File: config.mk
export PLATFORM = sky130hd
export DESIGN_NAME = regfile_wb_arbiter
export DESIGN_NICKNAME = d
export VERILOG_FILES = /design/src/rtl/regfile_wb_arbiter.sv
export SDC_FILE = /design/constraint.sdc
export NUM_CORES = 1
export LEC_CHECK = 0
export CELL_PAD_IN_SITES_DETAIL_PLACEMENT = 1
export CELL_PAD_IN_SITES_GLOBAL_PLACEMENT = 2
export CORE_UTILIZATION = 37
export CTS_BUF_LIST = sky130_fd_sc_hd__clkbuf_8
export DETAILED_ROUTE_END_ITERATION = 8
export GPL_ROUTABILITY_DRIVEN = 0
export PLACE_DENSITY = 0.84
export SLEW_MARGIN = 20
export SYNTH_ARGS = -nofsm -noshare
export SYNTH_HDL_FRONTEND = slang
export SYNTH_SLANG_ARGS = --single-unit
export TNS_END_PERCENT = 100
File: constraint.sdc
create_clock -name clk -period 2.75 [get_ports clk]
set_input_delay 0.6875 -clock clk [delete_from_list [all_inputs] [get_ports clk]]
set_output_delay 0.6875 -clock clk [all_outputs]
set_load 0.02 [all_outputs]
File: src/rtl/regfile_wb_arbiter.sv
// Two-requester writeback arbiter for a single register-file write port.
// Per-requester FIFOs, round-robin grant, registered write stage, RAW pending scoreboard.

module regfile_wb_fifo #(
  parameter int DATA_W = 8,
  parameter int ADDR_W = 3,
  parameter int DEPTH  = 2
) (
  input  logic                   clk,
  input  logic                   rst,
  input  logic                   push,
  input  logic                   pop,
  input  logic [ADDR_W-1:0]      addr,
  input  logic [DATA_W-1:0]      data,
  output logic                   full,
  output logic                   empty,
  output logic [ADDR_W-1:0]      head_addr,
  output logic [DATA_W-1:0]      head_data,
  output logic [2**ADDR_W-1:0]   pend
);
  localparam int PW = $clog2(DEPTH);
  localparam int CW = PW + 1;

  logic [ADDR_W-1:0] addr_mem_r [DEPTH];
  logic [DATA_W-1:0] data_mem_r [DEPTH];
  logic [PW-1:0]     wptr_r;
  logic [PW-1:0]     rptr_r;
  logic [CW-1:0]     cnt_r;
  logic [PW-1:0]     offs_s;

  function automatic logic [2**ADDR_W-1:0] onehot(input logic [ADDR_W-1:0] a);
    onehot = {{(2**ADDR_W-1){1'b0}}, 1'b1} << a;
  endfunction

  assign full      = (cnt_r == CW'(DEPTH));
  assign empty     = (cnt_r == {CW{1'b0}});
  assign head_addr = addr_mem_r[rptr_r];
  assign head_data = data_mem_r[rptr_r];

  // Storage, power-of-two pointers wrap naturally, occupancy count
  always_ff @(posedge clk) begin
    if (rst) begin
      wptr_r <= {PW{1'b0}};
      rptr_r <= {PW{1'b0}};
      cnt_r  <= {CW{1'b0}};
      for (int i = 0; i < DEPTH; i++) begin
        addr_mem_r[i] <= {ADDR_W{1'b0}};
        data_mem_r[i] <= {DATA_W{1'b0}};
      end
    end else begin
      if (push) begin
        addr_mem_r[wptr_r] <= addr;
        data_mem_r[wptr_r] <= data;
        wptr_r             <= wptr_r + PW'(1);
      end
      if (pop) begin
        rptr_r <= rptr_r + PW'(1);
      end
      case ({push, pop})
        2'b10:   cnt_r <= cnt_r + CW'(1);
        2'b01:   cnt_r <= cnt_r - CW'(1);
        default: cnt_r <= cnt_r;
      endcase
    end
  end

  // Entry i is live when its distance from the read pointer is below the count
  always_comb begin
    pend   = {(2**ADDR_W){1'b0}};
    offs_s = {PW{1'b0}};
    for (int i = 0; i < DEPTH; i++) begin
      offs_s = PW'(i) - rptr_r;
      if ({1'b0, offs_s} < cnt_r) begin
        pend = pend | onehot(addr_mem_r[i]);
      end else begin
        pend = pend;
      end
    end
  end
endmodule

module regfile_wb_arbiter #(
  parameter int DATA_W = 8,
  parameter int ADDR_W = 3,
  parameter int DEPTH  = 2
) (
  input  logic                 clk,
  input  logic                 rst,
  input  logic                 a_valid,
  output logic                 a_ready,
  input  logic [ADDR_W-1:0]    a_addr,
  input  logic [DATA_W-1:0]    a_data,
  input  logic                 b_valid,
  output logic                 b_ready,
  input  logic [ADDR_W-1:0]    b_addr,
  input  logic [DATA_W-1:0]    b_data,
  input  logic                 hold,
  output logic                 rf_en,
  output logic [ADDR_W-1:0]    rf_waddr,
  output logic [DATA_W-1:0]    rf_wdata,
  output logic [2**ADDR_W-1:0] pending,
  output logic                 idle
);
  localparam int NREG = 2**ADDR_W;
  localparam logic [0:0] RR_A = 1'b0;
  localparam logic [0:0] RR_B = 1'b1;

  logic              a_full_s, a_empty_s, b_full_s, b_empty_s;
  logic [ADDR_W-1:0] a_head_addr_s, b_head_addr_s;
  logic [DATA_W-1:0] a_head_data_s, b_head_data_s;
  logic [NREG-1:0]   a_pend_s, b_pend_s;
  logic              a_push_s, b_push_s;
  logic              grant_a_s, grant_b_s, contend_s;
  logic [0:0]        rr_r;
  logic              rf_en_r;
  logic [ADDR_W-1:0] rf_waddr_r;
  logic [DATA_W-1:0] rf_wdata_r;

  function automatic logic [2**ADDR_W-1:0] onehot(input logic [ADDR_W-1:0] a);
    onehot = {{(2**ADDR_W-1){1'b0}}, 1'b1} << a;
  endfunction

  assign a_ready  = !rst && !a_full_s;
  assign b_ready  = !rst && !b_full_s;
  assign a_push_s = a_valid && a_ready;
  assign b_push_s = b_valid && b_ready;

  regfile_wb_fifo #(.DATA_W(DATA_W), .ADDR_W(ADDR_W), .DEPTH(DEPTH)) u_fifo_a (
    .clk(clk), .rst(rst), .push(a_push_s), .pop(grant_a_s),
    .addr(a_addr), .data(a_data), .full(a_full_s), .empty(a_empty_s),
    .head_addr(a_head_addr_s), .head_data(a_head_data_s), .pend(a_pend_s)
  );

  regfile_wb_fifo #(.DATA_W(DATA_W), .ADDR_W(ADDR_W), .DEPTH(DEPTH)) u_fifo_b (
    .clk(clk), .rst(rst), .push(b_push_s), .pop(grant_b_s),
    .addr(b_addr), .data(b_data), .full(b_full_s), .empty(b_empty_s),
    .head_addr(b_head_addr_s), .head_data(b_head_data_s), .pend(b_pend_s)
  );

  // Round-robin pick; rr only matters when both sides hold entries
  always_comb begin
    grant_a_s = 1'b0;
    grant_b_s = 1'b0;
    contend_s = !hold && !a_empty_s && !b_empty_s;
    if (!hold && !a_empty_s && (b_empty_s || rr_r == RR_A)) begin
      grant_a_s = 1'b1;
    end else if (!hold && !b_empty_s) begin
      grant_b_s = 1'b1;
    end else begin
      grant_a_s = 1'b0;
    end
  end

  // Registered write stage and rr pointer
  always_ff @(posedge clk) begin
    if (rst) begin
      rr_r       <= RR_A;
      rf_en_r    <= 1'b0;
      rf_waddr_r <= {ADDR_W{1'b0}};
      rf_wdata_r <= {DATA_W{1'b0}};
    end else begin
      rf_en_r <= grant_a_s || grant_b_s;
      if (grant_a_s) begin
        rf_waddr_r <= a_head_addr_s;
        rf_wdata_r <= a_head_data_s;
      end else if (grant_b_s) begin
        rf_waddr_r <= b_head_addr_s;
        rf_wdata_r <= b_head_data_s;
      end else begin
        rf_waddr_r <= rf_waddr_r;
        rf_wdata_r <= rf_wdata_r;
      end
      if (contend_s) begin
        rr_r <= (rr_r == RR_A) ? RR_B : RR_A;
      end else begin
        rr_r <= rr_r;
      end
    end
  end

  assign rf_en    = rf_en_r;
  assign rf_waddr = rf_waddr_r;
  assign rf_wdata = rf_wdata_r;
  assign pending  = rst ? {NREG{1'b0}}
                        : (a_pend_s | b_pend_s | (rf_en_r ? onehot(rf_waddr_r) : {NREG{1'b0}}));
  assign idle     = rst || (a_empty_s && b_empty_s && !rf_en_r);
endmodule

Word-level counts from Yosys, hierarchy flattened --
Memory sizes are Yosys's and may differ from the RTL's. A register that Yosys moved wholly into a read port is not among the register bits. Index checks and enable logic that the tools add are counted.
Storage, ports and cells: output and inout port bits 23, input port bits 27, RAM bits 44, memories kept 4, word-level logic and storage cells 119, register bits after elaboration 21
Cells by class: equal/unequal tests 6, multiplexer cells 44, add/subtract/negate cells 12, bitwise logic cells 5, shift-type cells 5, $lt $le $gt $ge 4, reduce and logical (&&, ||, !) cells 29
Memories:
- u_fifo_a.data_mem_r | depth 2, bits a word 8, read ports 1, clocked after memory_dff 1, wr ports 2, RTL line 25 | logic [DATA_W-1:0] data_mem_r [DEPTH];
- u_fifo_b.data_mem_r | depth 2, bits a word 8, read ports 1, clocked after memory_dff 1, wr ports 2, RTL line 25
- u_fifo_a.addr_mem_r | depth 2, bits a word 3, read ports 3, clocked after memory_dff 1, wr ports 2, RTL line 24 | logic [ADDR_W-1:0] addr_mem_r [DEPTH];
- u_fifo_b.addr_mem_r | depth 2, bits a word 3, read ports 3, clocked after memory_dff 1, wr ports 2, RTL line 24
Operators by type and width (count):
- $mux 8 | 10
- $shl 1x3->8 const A | 5
- $or 8x8->8 | 4
- $mux 1 | 28
- $reduce_or 8->1 | 2
- $mux 3 | 4
- $logic_and 1x1->1 | 10
- $eq 2x2->1 const B | 4
- $lt 1x2->1 | 4
- $pmux 2 s2 | 2
- $logic_not 1->1 | 7
- $reduce_bool 2->1 | 3
- $reduce_or 3->1 | 2
- $add 1x1->1 const B | 4
- $add 2x1->2 const B | 2
- $eq 2x1->1 const B | 2
- $logic_not 2->1 | 2
- $sub 1x1->1 const A | 4
- $sub 2x1->2 const B | 2
- $logic_or 1x1->1 | 3
- $not 1->1 | 1

Depth between registers and ports, before layout --
depth in word-level cells 9, gate-level depth with buffers 8, gate-level depth less buffers 6

Hierarchy --
A second synthesis with hierarchy kept.
Unflattened totals: cell total of the unflattened synthesis 298, area, all modules 3310.7 um^2
Modules (own cells, without submodules):
- regfile_wb_fifo (u_fifo_a) | seq. area each 760.7 um^2, instances 1, area an instance 1298.7 um^2, cells an instance 106
- regfile_wb_fifo (u_fifo_b) | seq. area each 760.7 um^2, instances 1, area an instance 1297.5 um^2, cells an instance 105
- regfile_wb_arbiter | seq. area each 260.2 um^2, instances 1, area an instance 714.4 um^2, cells an instance 87

Worst setup path after synthesis --
OpenSTA, ideal clock, no wires.
path kind input port to flip-flop, start point in rst, end point mem u_fifo_a.addr_mem_r[0][0] (enable), stages 5, path buffers 2, required time 2.356 ns, slack 0.311 ns, data arrival time 2.045 ns, setup time 0.394 ns, cell sequence buf_2 inv_2 buf_4 o211ai_2 o21ai_0
RTL lines:
- from (decl) | RTL line 88 | input logic rst,
- to (decl) | RTL line 24

Worst setup path in the final report --
start point in rst, end point out a_ready
On the way: word-level cells in the longest chain between the ends 2
RTL lines:
- $logic_not 1->1 | RTL line 123 | assign a_ready = !rst && !a_full_s;
- $logic_and 1x1->1 | RTL line 123
- to (decl) | RTL line 90 | output logic a_ready,
Every way passes these cells.

==> results.cfg <==
[clock_tree]
cts_buffer_depth = 2
clock_latency_ps = 340
ctsRootBufferMaster = clkbuf_8
cts_resized = 14
ctsHoldBuffers = 0
cts_tree = done
cts_buffers = 9
cts.sinks = 67
cts_max_level = 3
cts_setup_buffers = 0
clk_pin_slew_worst_paths_ps = 70

[yosys]
yosys.area.top_type_share = 0.392
synth_seq_area_share = 0.529
ys_top_cells_by_area = edfxtp_1 39%, dfxtp_1 14%, and2_1 8.2%
synth.avg_cell_area_um2 = 11.4
netlist_area_mm2 = 0.00337
netlist_top_cells_count = 44 x and2_1, 44 x edfxtp_1, 27 x nor2_1
synth_nets = 325
yosysWarnings = 0
synth-edff-count = 44
synth_flop_cell = edfxtp_1
synthCells = 296
synth-seq-cells = 67
synth-async-reset-ratio = 0
synth_top_area_cell = edfxtp_1
ys_types = 51

[grt]
globalRoute.totalOverflow = 0
grt_pass1_vias = 2639
grt_first_pass_wirelength_um = 13500
grt_max_degree = 20
antenna_found_initial = 0
track_usage = 0.185

[pwr]
vdd_drop_max_mv = 0.405
combPwrFrac = 0.335
p_sw_mw = 1.19
seqPwrFrac = 0.404
switching_share = 0.339
power_per_cell_area_mw_per_mm2 = 826
clkPwrFrac = 0.261
p_leak_nw = 1.55
power.internal_mw = 2.32

[route]
wl_per_cell_um = 17.8
via_per_inst = 5.36
num_vias = 2515
first_pass_iters = 4
drc_errors = 0
ant_nets = 0
wl_um = 8350
first_iter_violations = 110

[critical_path]
slowest_delay_ps = 610
crit_slowest_cell = clkdlybuf4s50_1
worst-setup-path-type = in -> out
arrival_ps = 1930
start_kind = input pin
ff2ff_path_depth = 6
critPathCaptureType = output port
ff2ff_setup_slack_ps = 970
worstReg2RegStart = u_fifo_a.cnt_r[0]$_SDFFE_PP0P_
startpoint = rst
crit_chain = dlygate4sd2_1, inv_4, o21a_1, clkdlybuf4s50_1
cp_max_fo = 7
cp.required_ps = 2060

[floorplanning]
core_mm2 = 0.00876
dieArea_mm2 = 0.00949
die_w_um = 97.4
die_h_um = 97.4
rows = 34
start_util = 0.384
io_pins = 50

[finish]
final_util = 0.486
nNetsFinal = 385
area_growth_pct = 26.3
antenna_cells = 0
regArea_mm2 = 0.00178
drive_above_1_share = 0.172
fillCellCount = 932
multi_input_area_mm2 = 0.00148

[worst_hold_path]
hold_path_class = reg -> reg
min_from = rf_wdata[3]$_SDFFE_PP0P_
hold_depth = 2

[timing]
relSlewSlack = 0.582
worst_pin_slew_ps = 625
fmax_mhz = 382
post-route-period-util = 0.951
period_needed_ps = 2620
rsz0062_at_grt = false
holdWs_ps = 478
fin_worst_skew_ps = 9.04
slew_viol_final = 0
final-hold-violation-count = 0
setup_viol = 0

[placed_design]
hpwl_um = 6180
io_buffers = 49

[run]
drv_cap = 0

[run_status]
status = complete, no violations
-- cells by family (layout without fill, tap and decap cells) --
family                   Yosys count  after routing  share of synthesized area
buffers and inverters             23             88                     0.0356
XOR/XNOR                           9              9                     0.0234
flip-flops                        67             67                      0.529
adder cells (fa/ha/maj)            2              2                    0.00743
AND/OR/NAND/NOR                  119            119                      0.209
AO/OA/AOI/OAI                     49             49                      0.110
multiplexers                      27             27                     0.0865
-- worst paths after layout --
| path | endpoint |
|---|---|
| worst max-delay path | a_ready |
| worst min-delay path | rf_wdata[3]$_SDFFE_PP0P_ |
| worst max register to register | u_fifo_b.cnt_r[1]$_SDFFE_PP0P_ |
| worst min register to register | rf_wdata[3]$_SDFFE_PP0P_ |
-- routing by layer --
layer / part of all wire / global-route usage / vias to the layer above
met4: 0.022 / 0.0905 / 0
met5: 0 / 0 / -
met3: 0.034 / 0.0281 / 16
met1: 0.44 / 0.227 / 1228
met2: 0.50 / 0.317 / 61
li1: - / - / 1210
-- final cells by class --
| cell class | count | area share |
|---|---|---|
| clock inverters | 6 | 0.0209 |
| flip-flops and latches | 67 | 0.419 |
| clock buffers | 10 | 0.0323 |
| inverters | 7 | 0.00676 |
| multi-input cells | 206 | 0.349 |
| well taps | 108 | 0.0318 |
| repair buffers | 65 | 0.141 |
-- per-stage QoR --
stage | instance area [um^2] | TNS [ps] | total power, mW | std cells | setup WS (ps)
5_1_grt | 4260 | 0 | 3.71 | 469 | 32.1
4_1_cts | 4250 | 0 | 3.55 | 469 | 2.56
3_5_place_dp | 4020 | -1130 | 2.62 | 453 | -164
2_1_floorplan | 3370 | 0 | 2.20 | 296 | 311
3_3_place_gp | 4020 | -965 | 2.59 | 453 | -146
6_report | 4260 | 0 | 3.51 | 469 | 135
-- flip-flops by register name, indices dropped and copies added, names as in the netlist, named ones only --
register             cells
u_fifo_a.wptr_r          1
u_fifo_a.addr_mem_r      6
rr_r                     1
u_fifo_a.data_mem_r     16
u_fifo_b.rptr_r          1
u_fifo_b.addr_mem_r      6
u_fifo_a.rptr_r          1
u_fifo_b.wptr_r          1
rf_wdata                 8
u_fifo_b.data_mem_r     16
rf_en                    1
u_fifo_b.cnt_r           2
u_fifo_a.cnt_r           2
rf_waddr                 3
-- placed cells by master (no fill, tap or decap), drive strengths merged, types with 7 or more instances in the layout --
cell / netlist / final
inv: 7 / 7
a31oi: 7 / 7
and2: 44 / 44
nand3: 9 / 9
mux2: 17 / 17
nand3b: 7 / 7
edfxtp: 44 / 44
dlygate4sd2: 0 / 8
buf: 13 / 16
clkbuf: 3 / 11
nor2: 28 / 28
clkdlybuf4s50: 0 / 39
dfxtp: 23 / 23
mux2i: 10 / 10
o21ai: 11 / 11
-- worst max-delay path: cells and delay by family --
family	cells	cell delay, ps
AO/OA/AOI/OAI	1	170
buffers and inverters	3	1070
-- power groups by stage --
stage | clock network, mW | logic [mW] | registers, mW
CTS | 0.934 | 1.19 | 1.42
floorplan | 0 | 0.800 | 1.40
global placement | 0 | 1.16 | 1.43
global route | 0.977 | 1.28 | 1.45
finish | 0.917 | 1.18 | 1.42
detailed placement | 0 | 1.18 | 1.44
Note: power is estimated with default switching activity, not from simulation.
==> edit: new RTL, same settings <==
`DEPTH` is set to 2 in 2 places; all go to 4.
--- a/src/rtl/regfile_wb_arbiter.sv
+++ b/src/rtl/regfile_wb_arbiter.sv
@@ -6,3 +6,3 @@
   parameter int ADDR_W = 3,
-  parameter int DEPTH  = 2
+  parameter int DEPTH  = 4
 ) (
@@ -84,3 +84,3 @@
   parameter int ADDR_W = 3,
-  parameter int DEPTH  = 2
+  parameter int DEPTH  = 4
 ) (
Formal check against the unedited RTL: not equivalent (a bounded check fails within 4 cycles, from zero or initial values and one cycle with rst high).
==> edit against the unedited design <==
The run now ends with setup timing left; design area up 110%; hold slack improved by 130 ps; sequential cell count increased by 52; synthesized area grew 92%; wire length increased by 120%; largest power group is now combinational logic; total power is 130% higher; setup slack worse by 600 ps; sequential share of layout area fell by 4.3 points; fmax decreased by 19%; core utilization is 3.4 points higher; global-route usage rose by 2.4 points; combinational power grew to 3.3 times the old value.
==> edit: results <==
group,metric,value,unit
run_status,status,"complete, but fails checks",
run_status,violations,"setup timing",
global_routing,grt_pass1_wl,28060,um
setup_path,critical-path-slowest-cell,"dfxtp_4",
power,intPower,4903,uW
setup_path,crit_arrival,2530,ps
global_routing,grt_use_met3,4.422,%
synthesis,synth_compound_area_share,13.17,%
final_layout,final_nets,706,
setup_path,worst-path-max-fanout,4,
clock_network,post-cts-setup-buffers,2,
timing,worst_slack,-469.5,ps
synthesis,synth_edf_count,88,
synthesis,synth-xor-area-share,1.624,%
synthesis,synth.distinct_cells,52,
detailed_routing,route.met2.wl,9239,um
placed_design,dp_hpwl,12180,um
detailed_routing,wl_met1,8009,um
clock_network,htree_levels,4,
synthesis,ys_seq_area_share,50.43,%
synthesis,ys_top_cells_by_area,"edfxtp_1, dfxtp_1, and2_1",
hold_path,hp-start,"u_fifo_a.wptr_r[0]",
timing,finalSetupTns,-3291,ps
clock_network,clk_latency,440,ps
detailed_routing,wl_met3,491,um
detailed_routing,wl_per_cell,20.09,um
detailed_routing,vias_per_cell,5.374,
global_routing,first_global_vias,5173,
detailed_routing,drtIter0Drc,238,
power,power_leakage,0.003113,uW
power,vdd_drop_max,491.7,uV
clock_network,cts_buffers,17,
placed_design,place_ws,-705.7,ps
global_routing,use_met2,36.13,%
timing,setup_viol,8,
global_routing,met1_usage,25.52,%
timing,finalClockSkew,9.714,ps
synthesis,synthAdderAreaFrac,2.552,%
-- edit: worst paths after layout --
kind	to	depth (start not counted)	slack, ps
max	pending[0]	9	-470
min	u_fifo_a.wptr_r[0]	2	610
max reg2reg	u_fifo_a.cnt_r[2]	10	100
min reg2reg	u_fifo_a.wptr_r[0]	2	610
-- edit: area by class of cell --
cell class	instances	area (um2)
Clock inverter	15	152.6
Tap cell	220	275.3
Multi-Input combinational cell	372	3607
Timing Repair Buffer	131	1081
Sequential cell	119	3288
Inverter	26	102.6
Clock buffer	17	234.0
Fill cell	1766	8078
-- edit: power groups by stage --
stage	combinational, uW	clock [uW]	sequential [uW]
2_1_floorplan	1800	0	2470
5_1_grt	4190	1660	2560
6_report	3920	1550	2520
3_5_place_dp	2970	0	2500
3_3_place_gp	2880	0	2490
4_1_cts	3460	1580	2500
-- edit: per-stage QoR --
step | cells | area, um2
final | 900 | 8741
after global routing | 900 | 8741
after CTS | 891 | 8453
after detailed placement | 860 | 7682
after global placement | 860 | 7682
after floorplan | 545 | 6507
